===== src/rtl/tff_sync_counter_pkg.sv =====
// tff_sync_counter_pkg: shared direction constants and load clamping helper for the T-cell counter.
package tff_sync_counter_pkg;
   localparam logic CNT_UP = 1'b1;
   localparam logic CNT_DN = 1'b0;
   function automatic logic [31:0] clamp_to_max(input logic [31:0] val, input logic [31:0] max);
      return (val > max) ? max : val;
   endfunction
endpackage


===== src/rtl/tff_sync_counter_tff_cell.sv =====
// tff_cell: single-bit toggle flip-flop with asynchronous active-high reset to 0.
module tff_cell (
   input  logic clk,
   input  logic reset,
   input  logic t,
   output logic q
);
   logic q_q;
   always_ff @(posedge clk or posedge reset) begin
      if (reset) q_q <= 1'b0;
      else       q_q <= q_q ^ t;
   end
   assign q = q_q;
endmodule


===== src/rtl/tff_sync_counter.sv =====
// tff_sync_counter: modulus up/down counter with load, clear and wrap/saturate, built from T cells.
module tff_sync_counter
   import tff_sync_counter_pkg::*;
#(
   parameter int WIDTH     = 4,
   parameter int MAX_COUNT = 2**WIDTH-1,
   parameter int SATURATE  = 0
) (
   input  logic             clk,
   input  logic             reset,
   input  logic             en,
   input  logic             up_dn,
   input  logic             load,
   input  logic [WIDTH-1:0] load_val,
   input  logic             clear,
   output logic [WIDTH-1:0] q,
   output logic             tc,
   output logic             ovf
);
   localparam logic [WIDTH-1:0] MAX = WIDTH'(MAX_COUNT);
   localparam bit               SAT = (SATURATE != 0);
   logic [WIDTH-1:0] q_q, q_d, t, cnt, ld;
   logic             at_max, at_zero, up, ovf_q, ovf_d;
   assign up      = (up_dn == CNT_UP);
   assign at_max  = (q_q == MAX);
   assign at_zero = (q_q == '0);
   assign tc      = en & (up ? at_max : at_zero);
   assign ld      = WIDTH'(clamp_to_max(32'(load_val), 32'(MAX_COUNT)));
   always_comb begin
      cnt   = up ? (at_max ? (SAT ? q_q : '0) : q_q + WIDTH'(1))
                 : (at_zero ? (SAT ? q_q : MAX) : q_q - WIDTH'(1));
      q_d   = clear ? '0 : load ? ld : en ? cnt : q_q;
      ovf_d = !clear && !load && tc;
      t     = q_q ^ q_d;
   end
   // every bit, including load and clear targets, is reached by toggling its cell
   for (genvar i = 0; i < WIDTH; i++) begin : g_bit
      tff_cell u_cell (
         .clk   (clk),
         .reset (reset),
         .t     (t[i]),
         .q     (q_q[i])
      );
   end
   always_ff @(posedge clk or posedge reset) begin
      if (reset) ovf_q <= 1'b0;
      else       ovf_q <= ovf_d;
   end
   assign q   = q_q;
   assign ovf = ovf_q;
endmodule


===== config.mk =====
export PLATFORM = sky130hd
export DESIGN_NAME = tff_sync_counter
export DESIGN_NICKNAME = d
export VERILOG_FILES = /design/src/rtl/tff_sync_counter_pkg.sv /design/src/rtl/tff_sync_counter_tff_cell.sv /design/src/rtl/tff_sync_counter.sv
export SDC_FILE = /design/constraint.sdc
export NUM_CORES = 1
export LEC_CHECK = 0
export CAP_MARGIN = 20
export CORE_MARGIN = 2
export CORE_UTILIZATION = 25
export CTS_CLUSTER_DIAMETER = 40
export DETAILED_ROUTE_END_ITERATION = 12
export PLACE_DENSITY = 0.51
export REMOVE_ABC_BUFFERS = 1
export SLEW_MARGIN = 10
export SYNTH_ARGS = -nofsm -noshare
export SYNTH_HDL_FRONTEND = slang
export SYNTH_SLANG_ARGS = --single-unit

===== constraint.sdc =====
create_clock -name clk -period 3.25 [get_ports clk]
set_input_delay 0.975 -clock clk [delete_from_list [all_inputs] [get_ports clk]]
set_output_delay 0.975 -clock clk [all_outputs]
set_load 0.005 [all_outputs]

After elaboration in Yosys (flattened, before gate mapping)
Index checks and enable logic that the tools add are counted.
- add/subtract/negate cells: 2
- equal/unequal tests: 1
- mux-type cells: 7
- bitwise operators: 6
- reduce and logical (&&, ||, !) cells: 5
- operators by type and width (kind ; number):
    two-way mux 4 bit ; 6
    adder 4 x 1 -> 4 bit (second input constant) ; 1
    equality test 4 bit (second input constant) ; 1
    zero test 4 bit ; 1
    subtractor 4 x 1 -> 4 bit (second input constant) ; 1
    XOR 1 bit ; 4
    XOR 4 bit ; 1
    logical AND 1 bit ; 2
    zero test 1 bit ; 2
    bitwise AND 1 bit ; 1
    two-way mux 1 bit ; 1
- register bits after elaboration: 5
- output and inout bits: 6
- word-level logic and storage cells: 26

Logic depth before layout (Yosys ltp)
- depth in word-level cells: 8
- mapped depth: 6
- gate-level depth less buffers: 6

Cells and area by module
A second synthesis with hierarchy kept.
- cells, all modules: 59
- area, all modules: 470.5 um^2
- by module, submodules not included (module ; instances ; cells each ; area each (um^2) ; sequential area each (um^2)):
    tff_sync_counter ; 1 ; 47 ; 320.3 ; 25.0
    tff_cell ; 4 ; 3 ; 37.5 ; 25.0

Worst setup path before layout
No wires, ideal clock.
- path type: input -> output
- from: input port up_dn
- to: output port tc
- arrival: 1.290 ns
- required time: 2.275 ns
- setup slack: 0.985 ns
- stages on the path: 3
- cells stage by stage: inv_1 > nand3_1 > a21oi_1
- longest elaborated chain between the ends: 2
- RTL lines (element ; RTL line ; RTL):
    from (decl) ; tff_sync_counter.sv:12 ; input logic up_dn,
    two-way mux 1 bit ; tff_sync_counter.sv:27 ; assign tc = en & (up ? at_max : at_zero);
    bitwise AND 1 bit ; tff_sync_counter.sv:27 ;
    to (decl) ; tff_sync_counter.sv:17 ; output logic tc,
Every way passes these cells.

Worst setup path after layout
Same ends and word-level chain as after synthesis.

==> key figures <==
Clocking
  – H-tree Lvls: 1
  – Clock buffer depth: 2
  – Post-CTS setup buffer count: 0
  – CTS tree: done
  – CTS Buf Count: 3
  – CTS clk-pin slew, worst paths: 0.05 ns
  – Root Buffer: clkbuf_4
  – Worst-Skew Late Latency: about 0.24 ns
  – Clock tree sinks: 5

Power and ir drop
  – Sw power: roughly 0.000056 W
  – PD cells: approximately 330 mW/mm^2
  – Cell Int Power: roughly 0.00015 W
  – Clock Power Share: 0.343
  – Combinational fraction of design power: 0.288
  – Switching share of total power: 0.2719
  – Max IR drop VDD: between 300 and 400 uV
  – LEAKAGE: 0.2865 nW
  – Sequential power share: 0.369

Yosys
  – Synth top area cells: dfrtp_1 30%, buf_4 7.2%, inv_1 6.3%, a21oi_1 6.0%, ha_1 6.0%
  – Yosys warning total: 0
  – Post-synthesis sequential area ratio: 0.3003
  – Largest area contributor in the netlist: dfrtp_1
  – FF+latch count, synth: 5
  – Yosys top cell area share: 0.3003
  – Main synth FF type: dfrtp_1
  – Mapped cell area: 416.7 um^2
  – Post-synth EDFFs: 0
  – Synth top cells by count: 7 x inv_1, 5 x a21oi_1, 5 x dfrtp_1
  – Mapped Cells: 50
  – Top-count cell post-synth: inv_1
  – Ys async rst share: 1.000
  – Avg Inst Size Synth: ~8.3 um^2
  – Unique masters post-synth: 24

Drt
  – Via count: 409
  – Wire length per cell: roughly 11 um
  – DRC viols: 0
  – Initial DRC Count: 0
  – DR pass1 iterations: 1
  – Drt total wl: about 930 um
  – Via/cell ratio: ~5
  – Post-route ant nets: 0

Job
  – Max Cap Viol: 0

Critical path
  – WP data required: approximately 2.3 ns
  – Top delay family on crit path: buffers and inverters
  – Crit Path Class: in2out
  – WP data arrival: about 2 ns
  – Worst Path Max Fanout: 3
  – Max stage delay on crit path: approximately 0.45 ns
  – WP buf/inv: 3
  – Critical-path top delay cell: clkdlybuf4s50_1
  – RR Startpoint: g_bit[0].u_cell.q
  – R2R Path End: g_bit[3].u_cell.q
  – Worst R2R Path Depth: 6
  – CP Capture Type: output port
  – Critical path launch point type: input pin
  – Worst path cell trace: clkdlybuf4s50_1, inv_1, nand3_1, a21oi_2, dlygate4sd2_1
  – FF-to-FF setup slack: between 1.5 and 2 ns

STA
  – Final Critical Period: 3.027 ns
  – Final hold violations: 0
  – Slew @ Worst Pin: around 0.3 ns
  – Relative slew slack: 0.7959
  – Clock skew: 0.007111 ns
  – Pins Over Slew Limit: 0
  – Fin crit share: 0.9313
  – FMAX: approximately 0.33 GHz
  – Post-route setup slack: roughly 0.22 ns
  – Setup TNS: 0 ns
  – RSZ-0062 raised after global routing: no
  – Final setup violation count: 0

Global routing
  – Gr usage total: 0.1103
  – Initial antenna violation count: 0
  – Global route overflow: 0
  – Number of global-route vias before repair: roughly 420
  – Pin count of the biggest net entering global routing: 10
  – First-pass GRT wire length: 1635 um

Status
  – Outcome: completed

Die
  – Row count: 14
  – Initial Utilization: 0.2703
  – I/O pins: 16
  – Core footprint: 0.001541 mm^2
  – Die Height: about 45 um
  – Die Wd: 44.83 um
  – Die footprint: 0.002009 mm^2

Final layout
  – P&R area growth vs syn: 46.85%
  – N_diodes: 0
  – Share of cells above drive strength 1: 0.1618
  – Post-route cell area: ~600 um^2
  – Final #Nets: 81
  – Fillers: around 160

Placement
  – Final Wtd Congestion: 0.6730
  – PortBufs: 15
  – Cell Area, Placed: just under 600 um^2
  – DPL Wire Length: 766.8 um
  – Pre-CTS WS: -0.07288 ns

Min path
  – Hold path depth: 2
  – Worst min-delay path startpoint: g_bit[3].u_cell.q
  – HP Class: reg2reg
  – Endpoint, Worst Hold: g_bit[3].u_cell.q
## metrics by stage
| stage | cells | util | power [W] | hold WS, ns |
|---|---|---|---|---|
| after floorplan | 45 | - | 0.0001022 | 0.7164 |
| after global placement | 80 | 0.3782 | 0.0001355 | 0.7796 |
| after detailed placement | 80 | 0.3782 | 0.0001354 | 0.7850 |
| after CTS | 84 | 0.3969 | 0.0002072 | 0.7877 |
| after global routing | 84 | 0.3969 | 0.0002186 | 0.8309 |
| final | 84 | 0.3969 | 0.0002041 | 0.7829 |
## worst reg2reg max path: cells and delay by family, from the launching register on
kind	cells	cell delay (ns)
flops	1	0.46
simple gates	2	0.16
buf+inv	1	0.13
fa+ha+maj	1	0.25
compound gates	2	0.50
## layout make-up
| type | instances | area, um^2 | share of cell area |
|---|---|---|---|
| Inverter | 7 | 26.28 | 0.04294 |
| Tap cell | 16 | 20.02 | 0.03272 |
| Multi-Input combinational cell | 33 | 235.2 | 0.3845 |
| Timing Repair Buffer | 19 | 178.9 | 0.2924 |
| Sequential cell | 5 | 125.1 | 0.2045 |
| Clock buffer | 4 | 26.28 | 0.04294 |
## flip-flops by register name, indices dropped and copies added (netlist names)
| signal | flops |
|---|---|
| ovf | 1 |
| g_bit.u_cell.q | 4 |
## cells by family (layout without fill, tap and decap cells)
group / after synthesis / after routing / synth area share
xor+xnor: 2 / 2 / 0.04205
compound gates: 12 / 12 / 0.2132
buf+inv: 12 / 30 / 0.1441
fa+ha+maj: 2 / 2 / 0.06005
mux: 2 / 2 / 0.04805
simple gates: 15 / 15 / 0.1922
flops: 5 / 5 / 0.3003
## power groups by stage
stage	registers (W)	clock network (W)	logic [W]
after global placement	0.0000762	0	0.0000593
after detailed placement	0.0000761	0	0.0000593
final	0.0000753	0.0000700	0.0000589
after CTS	0.0000752	0.0000722	0.0000598
after global routing	0.0000759	0.0000766	0.0000660
after floorplan	0.0000743	0	0.0000279
## cells in the final DEF, fill, tap and decap left out
cell / n
a221oi_2: 1
clkdlybuf4s50_1: 14
nand2_1: 4
a211o_1: 1
or2b_2: 1
buf_4: 4
dfrtp_1: 5
nor2b_1: 1
a31o_2: 1
nor2_1: 4
xnor2_1: 1
mux2i_1: 2
dlygate4sd2_1: 1
o21ai_0: 1
o21a_1: 1
o311ai_1: 1
ha_1: 2
xor2_1: 1
nand4_1: 2
inv_1: 7
or4b_1: 1
a21oi_2: 1
a21oi_1: 4
clkbuf_1: 1
clkbuf_4: 3
nor3b_1: 1
a311o_1: 1
nand3_1: 1
## worst max-delay path by stage
| stage | start | to | cells after the start |
|---|---|---|---|
| 2_1_floorplan | up_dn | tc | 3 |
| 3_3_place_gp | up_dn | tc | 4 |
| 3_5_place_dp | up_dn | tc | 4 |
| 4_1_cts | up_dn | tc | 4 |
| 5_1_grt | up_dn | tc | 5 |
| 6_report | up_dn | tc | 5 |
## repair_timing
item / 4_1_cts / 5_1_grt
setup endpoints to repair: 1 / 0
hold buffers: 0 / 0
resized for setup: 2 / 0
## routing by layer
| layer | GRT usage | routed length [um] | vias up |
|---|---|---|---|
| met3 | 0.04400 | 51 | 0 |
| li1 | - | - | 206 |
| met4 | 0.01765 | 0 | 0 |
| met5 | 0 | 0 | - |
| met2 | 0.1942 | 500 | 11 |
| met1 | 0.1281 | 378 | 192 |
(Power assumes the default switching activity.)
